### config.mk
export PLATFORM = sky130hd
export DESIGN_NAME = div_row_scalar_flat
export DESIGN_NICKNAME = d
export VERILOG_FILES = /design/src/rtl/div_row_scalar_if.sv /design/src/rtl/div_row_scalar.sv /design/src/flat_wrapper.sv
export SDC_FILE = /design/constraint.sdc
export NUM_CORES = 1
export LEC_CHECK = 0
export CORE_AREA = 10 10 194 196
export CTS_BUF_LIST = sky130_fd_sc_hd__clkbuf_4
export DETAILED_ROUTE_END_ITERATION = 10
export DIE_AREA = 0 0 204 206
export PLACE_DENSITY = 0.48
export RECOVER_POWER = 100
export SYNTH_ARGS = -nofsm -noshare
export SYNTH_HDL_FRONTEND = slang
export SYNTH_SLANG_ARGS = --single-unit
### constraint.sdc
create_clock -name clk -period 2.86 [get_ports clk]
set_input_delay 0.286 -clock clk [delete_from_list [all_inputs] [get_ports clk]]
set_output_delay 0.286 -clock clk [all_outputs]
set_load 0.005 [all_outputs]
### src/rtl/div_row_scalar_if.sv
// Handshake and data bundle for the row-by-scalar divider.
// The bench holds the master end and the divider holds the slave end.
interface div_row_scalar_if;
  // start is sampled only while the divider is idle. busy is high from the
  // accepting edge until the result edge. done pulses for one cycle with
  // m_out/ovf/dz, and those outputs hold until the next completion.
  logic        start;
  logic [39:0] m_in;
  logic [7:0]  d;
  logic [39:0] m_out;
  logic        busy;
  logic        done;
  logic        ovf;
  logic        dz;
  logic [1:0]  state_dbg;

  modport master (
    output start, m_in, d,
    input  m_out, busy, done, ovf, dz, state_dbg
  );

  modport slave (
    input  start, m_in, d,
    output m_out, busy, done, ovf, dz, state_dbg
  );
endinterface

### src/rtl/div_row_scalar.sv
// Divides five packed signed 8-bit elements by one signed 8-bit scalar.
// It uses a parallel 8-step restoring divider with saturation and a divide-by-zero flag.
module div_row_scalar (
  input  logic              clk,
  input  logic              rst_n,
  div_row_scalar_if.slave   io
);

  typedef enum logic [1:0] {
    IDLE = 2'd0,
    RUN  = 2'd1,
    FIN  = 2'd2
  } state_t;

  state_t state, state_nx;

  // mag starts as the dividend magnitude. It shifts out MSB-first while
  // quotient bits shift in at the LSB, so after 8 steps it holds the quotient magnitude.
  logic [4:0][7:0] mag;
  logic [4:0][8:0] rem;
  logic [4:0]      sgn;
  logic [7:0]      dmag;
  logic            dsgn;
  logic            dzero;
  logic [2:0]      cnt;

  logic [4:0][8:0] rem_sh;
  logic [4:0][8:0] rem_nx;
  logic [4:0]      take;
  logic [4:0][7:0] res;
  logic [4:0]      sat;
  logic [4:0][7:0] abs_in;
  logic [4:0]      sgn_in;

  always_ff @(posedge clk or negedge rst_n) begin
    if (!rst_n) state <= IDLE;
    else        state <= state_nx;
  end

  always_comb begin
    state_nx = state;
    case (state)
      IDLE:    if (io.start) state_nx = RUN;
      RUN:     if (cnt == 3'd0) state_nx = FIN;
      FIN:     state_nx = IDLE;
      default: state_nx = IDLE;
    endcase
  end

  assign io.busy      = (state != IDLE);
  assign io.state_dbg = state;

  always_comb begin
    rem_sh = '0;
    rem_nx = '0;
    take   = '0;
    res    = '0;
    sat    = '0;
    abs_in = '0;
    sgn_in = '0;
    for (int i = 0; i < 5; i++) begin
      sgn_in[i] = io.m_in[8*i+7];
      abs_in[i] = sgn_in[i] ? 8'(~io.m_in[8*i +: 8] + 8'd1) : io.m_in[8*i +: 8];

      rem_sh[i] = {rem[i][7:0], mag[i][7]};
      take[i]   = (rem_sh[i] >= {1'b0, dmag});
      rem_nx[i] = take[i] ? 9'(rem_sh[i] - {1'b0, dmag}) : rem_sh[i];

      // A negative 128 is exactly -128. A positive 128 only comes from -128/-1.
      if (sgn[i] ^ dsgn) begin
        res[i] = 8'(~mag[i] + 8'd1);
      end else if (mag[i] == 8'd128) begin
        res[i] = 8'h7f;
        sat[i] = 1'b1;
      end else begin
        res[i] = mag[i];
      end
    end
  end

  always_ff @(posedge clk or negedge rst_n) begin
    if (!rst_n) begin
      mag      <= '0;
      rem      <= '0;
      sgn      <= '0;
      dmag     <= '0;
      dsgn     <= 1'b0;
      dzero    <= 1'b0;
      cnt      <= '0;
      io.m_out <= '0;
      io.ovf   <= 1'b0;
      io.dz    <= 1'b0;
      io.done  <= 1'b0;
    end else begin
      io.done <= 1'b0;
      case (state)
        IDLE: begin
          if (io.start) begin
            mag   <= abs_in;
            sgn   <= sgn_in;
            dmag  <= io.d[7] ? 8'(~io.d + 8'd1) : io.d;
            dsgn  <= io.d[7];
            dzero <= (io.d == 8'd0);
            rem   <= '0;
            cnt   <= 3'd7;
          end
        end
        RUN: begin
          for (int i = 0; i < 5; i++) begin
            rem[i] <= rem_nx[i];
            mag[i] <= {mag[i][6:0], take[i]};
          end
          cnt <= cnt - 3'd1;
        end
        FIN: begin
          io.m_out <= dzero ? 40'd0 : res;
          io.ovf   <= dzero ? 1'b0 : |sat;
          io.dz    <= dzero;
          io.done  <= 1'b1;
        end
        default: ;
      endcase
    end
  end

endmodule

### src/flat_wrapper.sv
// flat-port wrapper written by rule: the top's interface ports become plain ports
module div_row_scalar_flat 
  (clk, rst_n, io_start, io_m_in, io_d, io_m_out, io_busy, io_done, io_ovf, io_dz, io_state_dbg);
  div_row_scalar_if io_i ();
  input  logic clk;
  input  logic rst_n;
  input wire logic [$bits(io_i.start)-1:0] io_start;
  input wire logic [$bits(io_i.m_in)-1:0] io_m_in;
  input wire logic [$bits(io_i.d)-1:0] io_d;
  output wire logic [$bits(io_i.m_out)-1:0] io_m_out;
  output wire logic [$bits(io_i.busy)-1:0] io_busy;
  output wire logic [$bits(io_i.done)-1:0] io_done;
  output wire logic [$bits(io_i.ovf)-1:0] io_ovf;
  output wire logic [$bits(io_i.dz)-1:0] io_dz;
  output wire logic [$bits(io_i.state_dbg)-1:0] io_state_dbg;
  assign io_i.start = io_start;
  assign io_i.m_in = io_m_in;
  assign io_i.d = io_d;
  assign io_m_out = io_i.m_out;
  assign io_busy = io_i.busy;
  assign io_done = io_i.done;
  assign io_ovf = io_i.ovf;
  assign io_dz = io_i.dz;
  assign io_state_dbg = io_i.state_dbg;
  div_row_scalar u_core (.clk(clk), .rst_n(rst_n), .io(io_i));
endmodule
# After elaboration in Yosys (flattened, before gate mapping)

Cells that the tools add are included.

Bits in registers: 143
Latch bits: 0
RAM bits: 0
ROM bits: 0
Output and inout bits: 46
Logic and storage cells: 119
Memories kept: 0

Add/sub/neg operators: 17
Multiply operators: 0
Div/mod/pow operators: 0
Order comparisons: 5
Eq/ne operators: 9
Shifts and indexed selects: 0
Mux-type cells: 43
Bitwise logic cells: 16
Reduce and logical (&&, ||, !) cells: 9

Operators with widths:

| operator              | count |
|---|---|
| $mux W8               | 17 |
| $add A8 B1 Y8 const B | 11 |
| $not A8 Y8            | 11 |
| $pmux W44 S2          | 1 |
| $mux W40              | 2 |
| $pmux W40 S2          | 1 |
| $ge A9 B8 Y1          | 5 |
| $mux W44              | 1 |
| $eq A8 B8 Y1 const B  | 5 |
| $mux W9               | 4 |
| $sub A9 B8 Y9         | 4 |
| $mux W1               | 12 |
| $logic_not A8 Y1      | 1 |
| $sub A8 B8 Y8         | 1 |
| $pmux W3 S2           | 1 |
| $reduce_and A2 Y1     | 3 |
| $reduce_or A5 Y1      | 1 |
| $xor A1 B1 Y1         | 5 |
| $mux W2               | 2 |
| $pmux W2 S2           | 1 |
| $reduce_bool A2 Y1    | 2 |
| $logic_not A3 Y1      | 1 |
| $mux W3               | 1 |
| $sub A3 B1 Y3 const B | 1 |
| other kinds (5)       | 5 |

# Depth between registers and ports, before layout

Depth in word-level cells: 5
Depth in mapped cells: 9
Mapped depth without buffers: 8

# Least setup slack after synthesis

OpenSTA, ideal clock, no wires.

Kind: register to register
Start point: reg u_core.dmag[1]
End point: reg u_core.rem[6] (netlist bit)
Library setup time: 0.126 ns
Data arrival time: 2.039 ns
Required time: 2.734 ns
Slack: 0.695 ns
Cell stages (with the launch flop): 9
Path buffers: 1
Clock period less this slack: 2.165 ns
Cell sequence: dfrtp_1 inv_1 ha_1 nand2_1 o21ai_1 a311oi_2 and2_1 buf_4 a311o_1

Longest elaborated chain between the ends: 3
Elaborated cells between the ends (all ways): 4

Ends and longest elaborated chain:

| what                                                 | RTL line                                   | source |
|---|---|---|
| from (decl)                                          | div_row_scalar.sv:22                       | `logic [7:0] dmag;` |
| from (signal assigned)                               | div_row_scalar.sv:101                      | `dmag <= io.d[7] ? 8'(~io.d + 8'd1) : io.d;` |
| $sub A9 B8 Y9 / $ge A9 B8 Y1 (equally long branches) | div_row_scalar.sv:67, div_row_scalar.sv:66 |  |
| $mux W9 *                                            | div_row_scalar.sv:67                       | `rem_nx[i] = take[i] ? 9'(rem_sh[i] - {1'b0, dmag}) : rem_sh[i];` |
| $pmux W44 S2 *                                       | div_row_scalar.sv:96                       | `case (state)` |
| to (signal, indexed assignment)                      | div_row_scalar.sv:110                      | `rem[i] <= rem_nx[i];` |
| to (decl)                                            | div_row_scalar.sv:20                       | `logic [4:0][8:0] rem;` |

Mark *: on every way between the ends. The rest lies on a longest branch, timed or not.
A chain may end at the register's enable or synchronous reset.

# Worst setup path after layout

Start point: reg u_core.state[1] (netlist: u_core.io.state_dbg[1])
End point: reg u_core.rem[34] (netlist bit)

Longest elaborated chain between the ends: 3
Elaborated cells between the ends (all ways): 6

Ends and longest elaborated chain:

| what                                                                | RTL line             | source |
|---|---|---|
| from (decl)                                                         | div_row_scalar.sv:15 | `state_t state, state_nx;` |
| from (signal assigned)                                              | div_row_scalar.sv:37 | `else state <= state_nx;` |
| $eq A2 B1 Y1 / $logic_not A2 Y1 (equally long branches)             | div_row_scalar.sv:96 |  |
| $reduce_bool A2 Y1 (no line) / $ne A2 B2 Y1 (equally long branches) | --                   |  |
| $reduce_and A2 Y1 (no line)                                         | --                   |  |

Parallel ways exist; a longest one is shown, timed or not.

==> key figures <==
Detailed routing
  – Drt pass-1 iters: 5
  – DRC errors left: 0
  – Vias/cell: 5.15
  – Final WL: 29700 microns
  – Vias: ~9000
  – Final ANT Viol Nets: 0
  – Initial detailed-routing violation count: a little under 500
  – Drt wl/cell: about 17 microns

Timing
  – Final Hold Viols: 0
  – Slew Limit Fails: 40
  – Peak Freq: roughly 370 MHz
  – RSZ-0062 raised after global routing: no
  – Slew HR: -0.485
  – Setup TNS: 0 ps
  – Period utilisation layout: 0.947
  – Clk_skew: ~32 ps
  – Min Hold Slack: 342 ps
  – Worst slew pin tran: roughly 2200 ps
  – Min cycle time layout: 2710 ps
  – Final setup violation count: 0

Place
  – # port buffers: 96
  – HPWL after detailed placement: around 22000 microns
  – RD Place Congestion: around 0.81

Die
  – # IOs: a little under 100
  – Cell Rows: 68
  – Full die area: between 40000 and 50000 sq um
  – Initial core utilization: 0.293
  – Die width: slightly above 200 microns
  – Core Box Area: about 34000 sq um
  – Die H: 206 microns

Clock tree
  – Clock latency on the worst-skew pair: slightly below 600 ps
  – Htree depth: 4
  – Buffer levels on the longest clock path: 2
  – Hold Buf Count CTS: 1
  – Post-cts sizing count: 0
  – Clock-pin slew on the worst setup and hold paths: roughly 140 ps
  – Total CTS buffers: 17
  – Clock sinks: 143
  – CTS tree: built
  – CTS root buf: clkbuf_4
  – Setup Fix Bufs, Post-CTS: 0

Setup path
  – Slowest CP cell: nor2_1
  – WS Path Type: reg2reg
  – Worst reg-to-reg path cell count: 5
  – CP Max Fanout: 24
  – Critical Path End Type: register
  – Data arrival, critical path: 3220 ps
  – Largest stage delay on the critical path: 1110 ps
  – Setup slack, reg-to-reg: roughly 150 ps
  – Family with the most delay on the worst path: simple AND/OR/NAND/NOR gates
  – R2r endpoint: u_core.rem[34]
  – Crit path buffers/inverters: 2
  – Crit-path cells: clkbuf_1 > nor2_1 > buf_12 > nand2b_1 > o21ai_0
  – CP Data Required Time: approximately 3400 ps
  – Critical Path Source Type: register
  – Reg2reg start: u_core.io.state_dbg[1]

GRT
  – Initial antenna violation count: 1
  – Largest net degree at the start of global routing: 85
  – Number of global-route vias before repair: 8581
  – Grt total ovfl: 0
  – All-layer global routing usage: 0.141
  – First-pass GRT wire length: approximately 48000 microns

Status
  – Failing checks: capacitance limit, slew limit
  – Status: finished with violations

Finish
  – Layout cells sized above 1: 0.0706
  – Area Overhead vs Synth: 18.7%
  – Fin nets: roughly 1400
  – FILL cells: ~3500

Min path
  – Hold depth: 3
  – Hold Path Class: in2reg
  – Hold worst-path end: u_core.dmag[0]
  – Hold path startpoint: io_d[0]

Yosys
  – Top FF cell, synth: dfrtp_1
  – Cell variety after synth: around 80
  – Register area share after synthesis: 0.360
  – Post-Syn Area: 9950 sq um
  – Post-Synth Simple-Gate Area: 0.193
  – Post-synth EDFFs: 0
  – Synthesis-stage register bit count: 143
  – Main combinational cell family by area after synthesis: compound AO/OA/AOI/OAI gates
  – Ys async rst share: 1.00
  – Synth Area in Compound Gates: 0.253
  – Syn_nets: 1264
  – Syn Area/Cell: 8.61 sq um
  – Post-Synth Adder-Cell Area: 0.0767
  – Mux cell area share after synthesis: 0.0112
  – Xor-xnor portion of the synthesized cell area: 0.0566
  – Syn. warnings: 0
  – Post-synthesis instance total: around 1200

Power
  – Sequential share of power: 0.269
  – Internal: around 7.9 mW
  – Comb power frac: 0.627
  – PD cells: about 1300 nW/um^2
  – Cell leakage power: between 5 and 6 nW
  – Peak VDD IR: ~0.37 mV
  – Clk pwr share: 0.104
  – NetSw: roughly 7.1 mW
  – Switching power share of the total: 0.475

Job
  – Max-Cap Viols: 1
-- worst register-to-register path, stage by stage, from the launching register on --
cell and delay [ps]:
dfrtp_1 630, clkbuf_1 320, nor2_1 1110, buf_12 280, nand2b_1 140, o21ai_0 170
-- kinds of logic after synthesis --
| logic type | Yosys count |
|---|---|
| simple gates | 402 |
| buf+inv | 120 |
| compound gates | 361 |
| mux | 11 |
| xor+xnor | 60 |
| fa+ha+maj | 58 |
| flops | 143 |
-- cell usage in the layout (no fill, tap or decap), types with 8 or more instances in the layout --
cell and n:
xor2_1 14, o221ai_1 8, mux2i_1 10, xnor2_1 41
buf_4 20, a32oi_1 23, a211oi_1 9, nand2_1 178
nor2b_1 22, o311ai_0 8, or3_1 10, a22oi_1 23
and2_1 8, nand3_1 27, clkbuf_4 17, nand2b_1 15
inv_1 61, clkdlybuf4s50_1 50, a31oi_1 14, nor2_1 72
dfrtp_1 143, ha_1 53, o21ai_0 87, nand4_1 8
o21a_1 11, a21oi_1 57, o31ai_1 27, nor4_1 8
dlygate4sd3_1 46, nor3_1 16, a21o_1 10
-- per-stage QoR --
stage	cell area (sq um)	std cells	util	total power, mW	setup WS [ps]
2_1_floorplan	9950	1155	-	10.8	695
3_3_place_gp	11500	1683	0.340	13.7	364
3_5_place_dp	11500	1683	0.340	13.7	348
4_1_cts	11900	1716	0.350	15.4	213
5_1_grt	11800	1717	0.348	16.6	52.8
6_report	11800	1717	0.348	15.0	150
-- flip-flops by register name (all words and copies together), names as in the netlist --
register             cells
u_core.cnt               3
u_core.dmag              8
u_core.dsgn              1
u_core.dzero             1
u_core.io.done           1
u_core.io.dz             1
u_core.io.m_out         40
u_core.io.ovf            1
u_core.io.state_dbg      2
u_core.mag              40
u_core.rem              40
u_core.sgn               5
-- how the worst max path moves through the flow --
stage               cells after the start  slack (ps)              to                    from
floorplan                               8         690   u_core.rem[6]          u_core.dmag[1]
CTS                                     4         210         io_busy  u_core.io.state_dbg[1]
global placement                        8         360  u_core.rem[39]          u_core.dmag[6]
global route                            5          50  u_core.rem[34]  u_core.io.state_dbg[1]
finish                                  5         150  u_core.rem[34]  u_core.io.state_dbg[1]
detailed placement                      8         350  u_core.rem[39]          u_core.dmag[6]
-- area by class of cell --
class	count	area [sq um]	share of cell area
well taps	455	569	0.0482
flip-flops and latches	143	3580	0.303
diodes	1	2.50	0.000212
clock inverters	15	205	0.0174
clock buffers	17	128	0.0108
inverters	61	229	0.0194
repair buffers	133	1250	0.106
multi-input cells	892	5850	0.495
-- synth_stat cells, drive strengths merged, types with 14 or more instances --
cell    instances  area share
nor2b          22       0.014
nand2         178       0.067
dfrtp         143        0.36
clkbuf         38       0.014
nor3           16      0.0092
a31oi          14      0.0088
nor2           73       0.028
nand3          27       0.014
a22oi          23       0.017
ha             53       0.067
a32oi          23       0.020
inv            61       0.023
xor2           15       0.014
nand2b         15      0.0094
buf            21       0.012
o21ai          92       0.046
xnor2          45       0.043
o31ai          28       0.022
a21oi          57       0.029
-- metal layers --
layer	wire length, microns	up-vias	GRT usage
li1	-	4400	-
met1	14300	4291	0.187
met2	14300	130	0.239
met3	892	19	0.0229
met4	261	0	0.0280
met5	0	-	0
-- power groups by stage --
stage / sequential [mW] / combinational (mW) / clock [mW]
final: 4.05 / 9.42 / 1.56
after floorplan: 3.72 / 7.11 / 0
after global placement: 4.10 / 9.57 / 0
after detailed placement: 4.10 / 9.63 / 0
after CTS: 4.06 / 9.68 / 1.61
after global routing: 4.21 / 10.7 / 1.70
Note: power is estimated with default switching activity, not from simulation.
